## config.mk

```make
export PLATFORM = sky130hd
export DESIGN_NAME = i2c_master_ctrl
export DESIGN_NICKNAME = d
export VERILOG_FILES = /design/src/rtl/i2c_pkg.sv /design/src/rtl/i2c_phase_gen.sv /design/src/rtl/i2c_master_ctrl.sv
export SDC_FILE = /design/constraint.sdc
export NUM_CORES = 1
export LEC_CHECK = 0
export ABC_AREA = 1
export BUFFER_PORTS_ARGS = -buffer_cell sky130_fd_sc_hd__clkbuf_2
export CAP_MARGIN = 20
export CORE_MARGIN = 1
export CORE_UTILIZATION = 40
export DETAILED_ROUTE_END_ITERATION = 6
export SYNTH_ARGS = -nofsm -noshare
export SYNTH_HDL_FRONTEND = slang
export SYNTH_SLANG_ARGS = --single-unit
```

## constraint.sdc

```tcl
create_clock -name clk -period 2.21 [get_ports clk]
set_input_delay 0.442 -clock clk [delete_from_list [all_inputs] [get_ports clk]]
set_output_delay 0.442 -clock clk [all_outputs]
set_load 0.02 [all_outputs]
```

## src/rtl/i2c_pkg.sv

```systemverilog
// Shared definitions for the single-byte I2C master: FSM states and the
// phase layout of START, bit slots and STOP.
package i2c_pkg;

  typedef enum logic [2:0] {
    ST_IDLE,
    ST_START,
    ST_ADDR,
    ST_ACK_A,
    ST_DATA,
    ST_ACK_D,
    ST_STOP,
    ST_DONE
  } state_e;

  localparam int unsigned START_PHASES = 2;
  localparam int unsigned BIT_PHASES   = 4;
  localparam int unsigned STOP_PHASES  = 3;

  // Bit slot: phases 0..1 SCL low, 2..3 SCL released; SDA sampled as phase 2 ends.
  localparam logic [1:0] PH_SCL_LOW_LAST = 2'd1;
  localparam logic [1:0] PH_SAMPLE       = 2'd2;
  localparam logic [1:0] PH_BIT_LAST     = 2'(BIT_PHASES - 1);
  localparam logic [1:0] PH_START_LAST   = 2'(START_PHASES - 1);
  localparam logic [1:0] PH_STOP_LAST    = 2'(STOP_PHASES - 1);
  localparam logic [2:0] BIT_LAST        = 3'd7;

endpackage

```

## src/rtl/i2c_phase_gen.sv

```systemverilog
// Quarter-phase tick generator: one tick every CLK_DIV clocks, held at zero
// while clear_i is high.
module i2c_phase_gen #(
  parameter int unsigned CLK_DIV = 4
) (
  input  logic clk_i,
  input  logic rst_ni,
  input  logic clear_i,
  output logic tick_o
);

  localparam logic [7:0] CNT_LAST = 8'(CLK_DIV - 1);

  logic [7:0] cnt_q, cnt_d;

  always_comb begin
    cnt_d = cnt_q + 8'd1;
    if (clear_i || cnt_q == CNT_LAST) cnt_d = '0;
  end

  assign tick_o = !clear_i && (cnt_q == CNT_LAST);

  always_ff @(posedge clk_i or negedge rst_ni) begin
    if (!rst_ni) cnt_q <= '0;
    else         cnt_q <= cnt_d;
  end

endmodule

```

## src/rtl/i2c_master_ctrl.sv

```systemverilog
// Single-byte I2C master (write or read) driving open-drain SCL/SDA enables,
// sequenced by quarter-phase ticks from i2c_phase_gen.
module i2c_master_ctrl
  import i2c_pkg::*;
#(
  parameter int unsigned CLK_DIV = 4
) (
  input  logic       clk,
  input  logic       rst,
  input  logic       req,
  input  logic       rw,
  input  logic [6:0] adress,
  input  logic [7:0] i_data,
  input  logic       i_sda,
  output logic [7:0] o_data,
  output logic       busy,
  output logic       done,
  output logic       nack,
  output logic       o_scl,
  output logic       o_sda,
  output logic       o_scl_en,
  output logic       o_sda_en
);

  state_e     state_q, state_d;
  logic [1:0] ph_q, ph_d;
  logic [2:0] bit_q, bit_d;
  logic [7:0] sh_q, sh_d, wdat_q, wdat_d, odata_q, odata_d;
  logic       rw_q, rw_d, nack_q, nack_d;
  logic       tick, clear, scl_pull, sda_pull, rd_data;

  // The accept cycle already counts towards START phase 0 (bus idle either way),
  // so done lands exactly N*CLK_DIV cycles after accept.
  assign clear = (state_q == ST_IDLE && !req) || state_q == ST_DONE;

  i2c_phase_gen #(.CLK_DIV(CLK_DIV)) u_phase (
    .clk_i   (clk),
    .rst_ni  (rst),
    .clear_i (clear),
    .tick_o  (tick)
  );

  assign rd_data = (state_q == ST_DATA) && rw_q;

  always_comb begin
    state_d  = state_q;
    ph_d     = ph_q;
    bit_d    = bit_q;
    sh_d     = sh_q;
    wdat_d   = wdat_q;
    odata_d  = odata_q;
    rw_d     = rw_q;
    nack_d   = nack_q;
    scl_pull = 1'b0;
    sda_pull = 1'b0;
    case (state_q)
      ST_IDLE: begin
        if (req) begin
          rw_d    = rw;
          wdat_d  = i_data;
          sh_d    = {adress, rw};
          nack_d  = 1'b0;
          ph_d    = '0;
          bit_d   = '0;
          state_d = ST_START;
        end
      end
      ST_START: begin
        sda_pull = (ph_q == PH_START_LAST);
        if (tick) begin
          if (ph_q == PH_START_LAST) begin
            ph_d    = '0;
            state_d = ST_ADDR;
          end else ph_d = ph_q + 2'd1;
        end
      end
      ST_ADDR, ST_DATA: begin
        scl_pull = (ph_q <= PH_SCL_LOW_LAST);
        sda_pull = !rd_data && !sh_q[7];
        if (tick) begin
          if (rd_data && ph_q == PH_SAMPLE) sh_d = {sh_q[6:0], i_sda};
          if (ph_q == PH_BIT_LAST) begin
            ph_d  = '0;
            bit_d = bit_q + 3'd1;
            if (!rd_data) sh_d = {sh_q[6:0], 1'b0};
            if (bit_q == BIT_LAST) state_d = (state_q == ST_ADDR) ? ST_ACK_A : ST_ACK_D;
          end else ph_d = ph_q + 2'd1;
        end
      end
      ST_ACK_A, ST_ACK_D: begin
        scl_pull = (ph_q <= PH_SCL_LOW_LAST);
        if (tick) begin
          // The read ACK_D slot is the master's own NACK and is not sampled.
          if (ph_q == PH_SAMPLE && (state_q == ST_ACK_A || !rw_q) && i_sda) nack_d = 1'b1;
          if (ph_q == PH_BIT_LAST) begin
            ph_d = '0;
            if (state_q == ST_ACK_A) begin
              state_d = nack_q ? ST_STOP : ST_DATA;
              sh_d    = wdat_q;
            end else state_d = ST_STOP;
          end else ph_d = ph_q + 2'd1;
        end
      end
      ST_STOP: begin
        scl_pull = (ph_q == 2'd0);
        sda_pull = (ph_q != PH_STOP_LAST);
        if (tick) begin
          if (ph_q == PH_STOP_LAST) begin
            ph_d    = '0;
            state_d = ST_DONE;
            if (rw_q && !nack_q) odata_d = sh_q;
          end else ph_d = ph_q + 2'd1;
        end
      end
      ST_DONE: state_d = ST_IDLE;
      default: state_d = ST_IDLE;
    endcase
  end

  always_ff @(posedge clk or negedge rst) begin
    if (!rst) begin
      state_q <= ST_IDLE;
      ph_q    <= '0;
      bit_q   <= '0;
      sh_q    <= '0;
      wdat_q  <= '0;
      odata_q <= '0;
      rw_q    <= 1'b0;
      nack_q  <= 1'b0;
    end else begin
      state_q <= state_d;
      ph_q    <= ph_d;
      bit_q   <= bit_d;
      sh_q    <= sh_d;
      wdat_q  <= wdat_d;
      odata_q <= odata_d;
      rw_q    <= rw_d;
      nack_q  <= nack_d;
    end
  end

  assign busy     = rst && ((state_q != ST_IDLE) || req);
  assign done     = (state_q == ST_DONE);
  assign nack     = nack_q;
  assign o_data   = odata_q;
  assign o_scl    = 1'b0;
  assign o_sda    = 1'b0;
  assign o_scl_en = scl_pull;
  assign o_sda_en = sda_pull;

endmodule

```

==> results.py, run 1 <==
metrics = {
    "place": {
        "gp_congestion": 0.8783,
        "io_buffers": 32,
        "dp_hpwl_mm": 3.940,
        "place_ws_ns": 0.3434,
        "placed_cell_area_sq_um": 2641,
        "dp.cells": 424,
    },
    "yosys": {
        "synthMuxAreaShare_pct": 0,
        "synth_fa_ha_area_share_pct": 3.584,
        "ys_warn_count": 0,
        "synth_top_area_cell": "dfrtp_1",
        "yosysUniqueCellTypes": 28,
        "synth_compound_area_share_pct": 5.837,
        "netlist.area_leader.share_pct": 43.01,
        "synth-xor-area-share_pct": 0,
        "synth_seq_cells": 42,
        "synthSimpleGateAreaFrac_pct": 40.50,
        "synth_top_family_by_area": "simple AND/OR/NAND/NOR gates",
        "netlist_area_sq_um": 2444,
        "synthTopCellsByArea": "dfrtp_1, nand2_1, nand3_1, ha_1, inv_1",
        "avgSynthCellArea_sq_um": 7.589,
        "synthCells": 322,
        "synth.yosys.seq_area_share_pct": 43.01,
    },
    "floorplan": {
        "die_area_sq_um": 6426,
        "core-area_sq_um": 5921,
        "die_w_um": 80.16,
        "io_pins": 35,
        "die_h_um": 80.16,
        "placementRows": 28,
        "initial_utilization_pct": 41.27,
    },
    "sta": {
        "fin_crit_sh_pct": 93.68,
        "fin_crit_ns": 2.070,
        "drv_slew": 0,
        "fin_setup_tns_ns": 0,
        "max_slew.worst_pin.slew_ns": 0.5457,
        "setup_violations": 0,
        "timing.slew.headroom_pct": 63.62,
        "whs_ns": 0.2778,
        "setup_ws_ns": 0.1397,
        "fmax_mhz": 483.0,
        "hold_violations": 0,
        "rsz0062_at_grt": "false",
        "clock_skew_ns": 0.007446,
    },
    "routing": {
        "remaining_drc_errors": 0,
        "wirelength_mm": 5.316,
        "wl_per_cell_um": 12.28,
        "drtPass1Iterations": 4,
        "vias": 2128,
        "initialDrtViolationCount": 110,
        "final_antenna_net_count": 0,
        "via_per_inst": 4.915,
    },
    "worst_setup_path": {
        "cp-start-kind": "flip-flop",
        "cp_common_cell": "nand2_1",
        "arrival_ns": 1.63,
        "max_stage_delay_ns": 0.47,
        "slowest_stage": "dfrtp_2",
        "crit_path_end_kind": "output port",
        "required_ns": 1.77,
        "path_class": "flip-flop to output port",
        "crit_fanout": 13,
        "path_cells": "inv_1, nand2_1, nand2_1, nand2_1, inv_4, nand3_1, nand3_1, clkbuf_2",
    },
    "pwr": {
        "pwr-share-comb_pct": 51.3,
        "clkPwrFrac_pct": 13.8,
        "p_int_mw": 1.868,
        "p_leak_nw": 1.517,
        "p_sw_mw": 1.775,
        "vdd_drop_max_uv": 778.4,
        "p_sw_share_pct": 48.74,
        "powerDensity_nw_per_um2": 1329,
        "power_mw": 3.643,
        "seq_power_share_pct": 34.9,
    },
    "min_path": {
        "hold_path_class": "input pin to async pin",
    },
    "layout": {
        "nets": 384,
        "postLayoutCellArea_sq_um": 2741,
        "antenna_cells": 0,
        "area_delta_synth_final_pct": 12.19,
        "final_core_util_pct": 46.30,
        "drive_gt1_share_pct": 19.55,
        "fin_cells": 433,
    },
    "cts": {
        "cts_buffers": 5,
        "tritoncts": "done",
        "clock_sinks": 42,
        "clock_latency_ns": 0.30,
        "h-tree-depth": 2,
        "clkTransAtPathRegs_ns": 0.09,
        "ctsHoldBuffers": 0,
        "cts_buffer_depth": 2,
        "cts_root_buf": "clkbuf_8",
    },
    "grt": {
        "grt_pass1_vias": 2001,
        "grt_pass1_wl_mm": 9.108,
        "overflow": 0,
        "antenna_found_initial": 0,
        "grt_max_degree": 43,
        "grt_util_all_layers_pct": 18.39,
    },
    "run_status": {
        "status": "finished clean",
    },
    "flow_run": {
        "cap_violations": 0,
    },
}
layout by cell type, fill, tap and decap left out, types with 2 or more instances in the layout:
cell type  instances
nand2_2            3
nor2_1            12
nor3_1             4
buf_4              2
nor2_4             6
nand3_2            2
nand2_1          134
a31oi_1            2
nand3_1           43
inv_1             22
nor2_2             3
o21ai_1            2
dfrtp_1           39
clkbuf_2          32
conb_1             2
o21ai_0            8
ha_1               7
a21oi_1            9
nand2_4            2
clkbuf_8           5
dfrtp_2            3
inv_2              4
critical path, delay by kind of cell (launching register included):
| kind | cells | cell delay (ns) |
|---|---|---|
| simple gates | 5 | 0.46 |
| buf+inv | 3 | 0.41 |
| flops | 1 | 0.47 |
flip-flops by register name, summed over array words and instances, names as in the netlist:
signal	cells
u_phase.cnt_q	8
ph_q	2
wdat_q	8
sh_q	8
state_q	3
rw_q	1
nack	1
o_data	8
bit_q	3
cell type report:
class,count,area (sq um)
fillers,643,3179
multi-input cells,247,1227
flip-flops and latches,42,1055
repair buffers,34,175.2
inverters,27,103.9
well taps,75,93.84
clock buffers,6,72.57
clock inverters,2,13.76
logic make-up (layout without fill, tap and decap cells):
kind of cell / after synthesis / count (layout)
buffers and inverters: 34 / 69
DFF: 42 / 42
AOI/OAI and AO/OA: 24 / 24
and+or+nand+nor: 214 / 214
adders and majority gates: 7 / 7
other: 1 / 2
path summary, 6_finish.rpt:
kind | startpoint | endpoint | slack (ns) | depth (start not counted)
worst max-delay path | state_q[1] | o_sda_en | 0.14 | 8
max in group asynchronous | rst | state_q[1] | 1.53 | 2
min in group clk | i_data[0] | wdat_q[0] | 0.33 | 3
worst min-delay path | rst | wdat_q[4] | 0.28 | 2
worst max register to register | ph_q[1] | sh_q[6] | 0.50 | 6
worst min register to register | u_phase.cnt_q[0] | u_phase.cnt_q[0] | 0.47 | 1
Yosys cell counts:
cell      instances
nand2_1         134
nand3_4           1
nand2_4           2
buf_4             3
a21oi_1           9
o21ai_0           8
nand3_1          43
nand2_2           3
nor3b_1           1
nand3b_1          1
a31oi_1           2
nand3_2           2
inv_2             5
nor2_2            3
conb_1            1
o21ai_1           2
nor3_1            4
buf_6             4
or2_2             1
dfrtp_1          42
a21boi_4          1
inv_1            22
o211ai_1          1
nor2_8            1
ha_1              7
o21ai_2           1
nor2_4            6
nor2_1           12
power groups by stage:
| stage | Combinational (mW) | Sequential (mW) | Clock [mW] |
|---|---|---|---|
| 2_1_floorplan | 1.55 | 1.22 | 0 |
| 3_3_place_gp | 1.81 | 1.28 | 0 |
| 3_5_place_dp | 1.84 | 1.29 | 0 |
| 4_1_cts | 1.84 | 1.27 | 0.520 |
| 5_1_grt | 2.14 | 1.31 | 0.548 |
| 6_report | 1.87 | 1.27 | 0.501 |
repair_timing:
| item | CTS | global route |
|---|---|---|
| setup buffers | 0 | 1 |
| gates resized for setup | 0 | 4 |
| setup endpoints to repair | 0 | 2 |
metal layers:
layer / wire [um] / GRT usage (%)
met5: 0 / 0
met1: 2657 / 25.27
met2: 2382 / 29.06
met4: 63 / 5.357
met3: 213 / 3.750
Note: power is estimated with default switching activity, not from simulation.
==> run 2, diff against run 1 <==
--- a/config.mk
+++ b/config.mk
@@ -13,4 +13,5 @@
 export DETAILED_ROUTE_END_ITERATION = 6
 export SYNTH_ARGS = -nofsm -noshare
 export SYNTH_HDL_FRONTEND = slang
+export SYNTH_HIERARCHICAL = 1
 export SYNTH_SLANG_ARGS = --single-unit
==> constraint.sdc (replaced) <==
create_clock -name clk -period 1.94 [get_ports clk]
set_input_delay 0.388 -clock clk [delete_from_list [all_inputs] [get_ports clk]]
set_output_delay 0.388 -clock clk [all_outputs]
set_load 0.02 [all_outputs]
==> results.py, run 2 <==
metrics = {
    "grt": {
        "grt_pass1_vias": 2129,
        "overflow": 0,
        "grt_pass1_wl_mm": 9.701,
        "grt_max_degree": 43,
        "use_met2_pct": 30.17,
        "antenna_found_initial": 0,
        "grtUsageMet1_pct": 25.34,
        "grt_util_all_layers_pct": 19.02,
        "grt_use_met3_pct": 4.066,
        "grt.busiest_layer": "met2",
    },
    "worst_setup_path": {
        "crit_path_end_kind": "output port",
        "r2r-start": "state_q[1]",
        "slowest_stage": "dfrtp_1",
        "reg2reg_slack_ns": 0.15,
        "path_cells": "buf_6, nand2_2, nor2_4, nand2_1, o21ai_1, buf_4",
        "path_class": "flip-flop to output port",
        "crit_fanout": 6,
        "max_stage_delay_ns": 0.43,
        "arrival_ns": 1.50,
        "rr_worst_depth": 10,
        "cp-start-kind": "flip-flop",
        "timing.rr.end": "sh_q[0]",
        "required_ns": 1.55,
    },
    "layout": {
        "final_common_cell": "nand2_1",
        "fin_cells": 484,
        "nets": 437,
        "antenna_cells": 0,
        "area_delta_synth_final_pct": 22.54,
        "layout_common_cells": "nand2_1, inv_1, dfrtp_1",
        "drive_gt1_share_pct": 30.56,
    },
    "floorplan": {
        "initial_utilization_pct": 42.61,
        "placementRows": 28,
        "core-area_sq_um": 6096,
        "die_w_um": 82.59,
        "die_area_sq_um": 6820,
        "die_h_um": 82.59,
        "io_pins": 35,
    },
    "cts": {
        "clock_sinks": 42,
        "clock_latency_ns": 0.30,
        "cts_root_buf": "clkbuf_8",
        "h-tree-depth": 2,
        "tritoncts": "done",
        "cts_buffers": 5,
        "cts_buffer_depth": 2,
        "clkTransAtPathRegs_ns": 0.09,
        "ctsHoldBuffers": 0,
    },
    "sta": {
        "setup_violations": 0,
        "hold_violations": 0,
        "timing.slew.headroom_pct": 63.97,
        "drv_slew": 0,
        "clock_skew_ns": 0.004979,
        "whs_ns": 0.2213,
        "fin_crit_ns": 1.893,
        "rsz0062_at_grt": "true",
        "max_slew.worst_pin.slew_ns": 0.5405,
        "fin_crit_sh_pct": 97.56,
        "fmax_mhz": 528.3,
    },
    "yosys": {
        "synth_top_area_cell": "dfrtp_1",
        "yosys-top-cells-count": "nand2_1, inv_1, dfrtp_1",
        "avgSynthCellArea_sq_um": 7.464,
        "yosysUniqueCellTypes": 32,
        "netlist_area_sq_um": 2597,
        "synth.yosys.seq_area_share_pct": 40.46,
        "synth_edf_count": 0,
        "synthArstFlopShare_pct": 100.0,
        "netlist.area_leader.share_pct": 40.46,
        "synthCells": 348,
        "synth_top_flop_cell": "dfrtp_1",
        "synth_seq_cells": 42,
        "yosysMostFrequentCell": "nand2_1",
        "synthTopCellsByArea": "dfrtp_1, nand2_1, inv_1, nand3_1, o21ai_0",
        "ys_warn_count": 6,
    },
    "routing": {
        "wl_per_cell_um": 12.27,
        "wirelength_mm": 5.939,
        "remaining_drc_errors": 0,
        "final_antenna_net_count": 0,
        "initialDrtViolationCount": 98,
        "via_per_inst": 4.738,
        "vias": 2293,
        "drtPass1Iterations": 4,
    },
    "place": {
        "io_buffers": 32,
        "gp_congestion": 0.9191,
        "dp.cells": 460,
        "dp_hpwl_mm": 4.210,
    },
    "pwr": {
        "p_leak_nw": 1.671,
        "powerDensity_nw_per_um2": 1617,
        "vdd_drop_max_uv": 812.7,
    },
    "min_path": {
        "hold_path_class": "input pin to async pin",
    },
    "flow_run": {
        "cap_violations": 0,
    },
    "run_status": {
        "status": "finished clean",
    },
}
[run 2: critical path: cells and delay by family, from the launching register on]
family,cells,cell delay [ns]
flops,1,0.43
compound gates,1,0.09
buf+inv,2,0.31
simple gates,3,0.37
[run 2: cells by family after synthesis]
family | after synthesis | synth area share [%]
fa+ha+maj | 9 | 4.335
simple gates | 190 | 35.74
flops | 42 | 40.46
compound gates | 45 | 9.490
xor+xnor | 2 | 0.6745
buf+inv | 59 | 9.152
other cells | 1 | 0.1444
[run 2: power breakdown]
part           total (mW)  switching, mW  internal, mW
Clock               0.574          0.320         0.254
Combinational        3.19           1.98          1.21
Sequential           1.39          0.202          1.19
Total                5.15           2.50          2.65
[run 2: how the worst max path moves through the flow]
stage / from / to / slack (ns) / cells past startpoint
after floorplan: u_phase/cnt_q[0] / o_data[5] / 0.01 / 11
after global placement: state_q[1] / sh_q[0] / 0.05 / 9
after detailed placement: state_q[1] / sh_q[0] / 0.03 / 9
after CTS: state_q[0] / o_sda_en / 0.01 / 6
after global routing: state_q[2] / o_scl_en / -0.02 / 6
final: state_q[2] / o_scl_en / 0.05 / 6
[run 2: area by class of cell]
type	count	area, sq um
fill	630	2913
multi-input combinational	250	1388
sequential	42	1054
timing repair buffer	57	364.1
inverter	52	197.7
tap	75	93.84
clock buffer	6	72.57
clock inverter	2	13.76
[run 2: through the flow]
step	instance area [sq um]	power (mW)	util (%)	setup WS (ns)	TNS, ns
final	3183	5.148	52.22	0.04729	0
after global routing	3183	5.648	52.22	-0.02219	-0.04387
after CTS	3013	4.748	49.43	0.01478	0
after detailed placement	2895	4.090	47.50	0.03064	0
after global placement	2895	4.046	47.50	0.05205	0
after floorplan	2601	3.418	-	0.01317	0
[run 2: timing repair]
item / CTS / global route
pin swaps: 1 / 8
setup endpoints to repair: 3 / 28
setup buffers: 2 / 12
cloned: 0 / 2
resized for setup: 7 / 22
[run 2: metal layers]
layer,vias to the layer above,part of all wire (%)
met5,-,0
li1,1214,-
met3,10,4.2
met1,1013,48
met2,56,46
met4,0,1.9
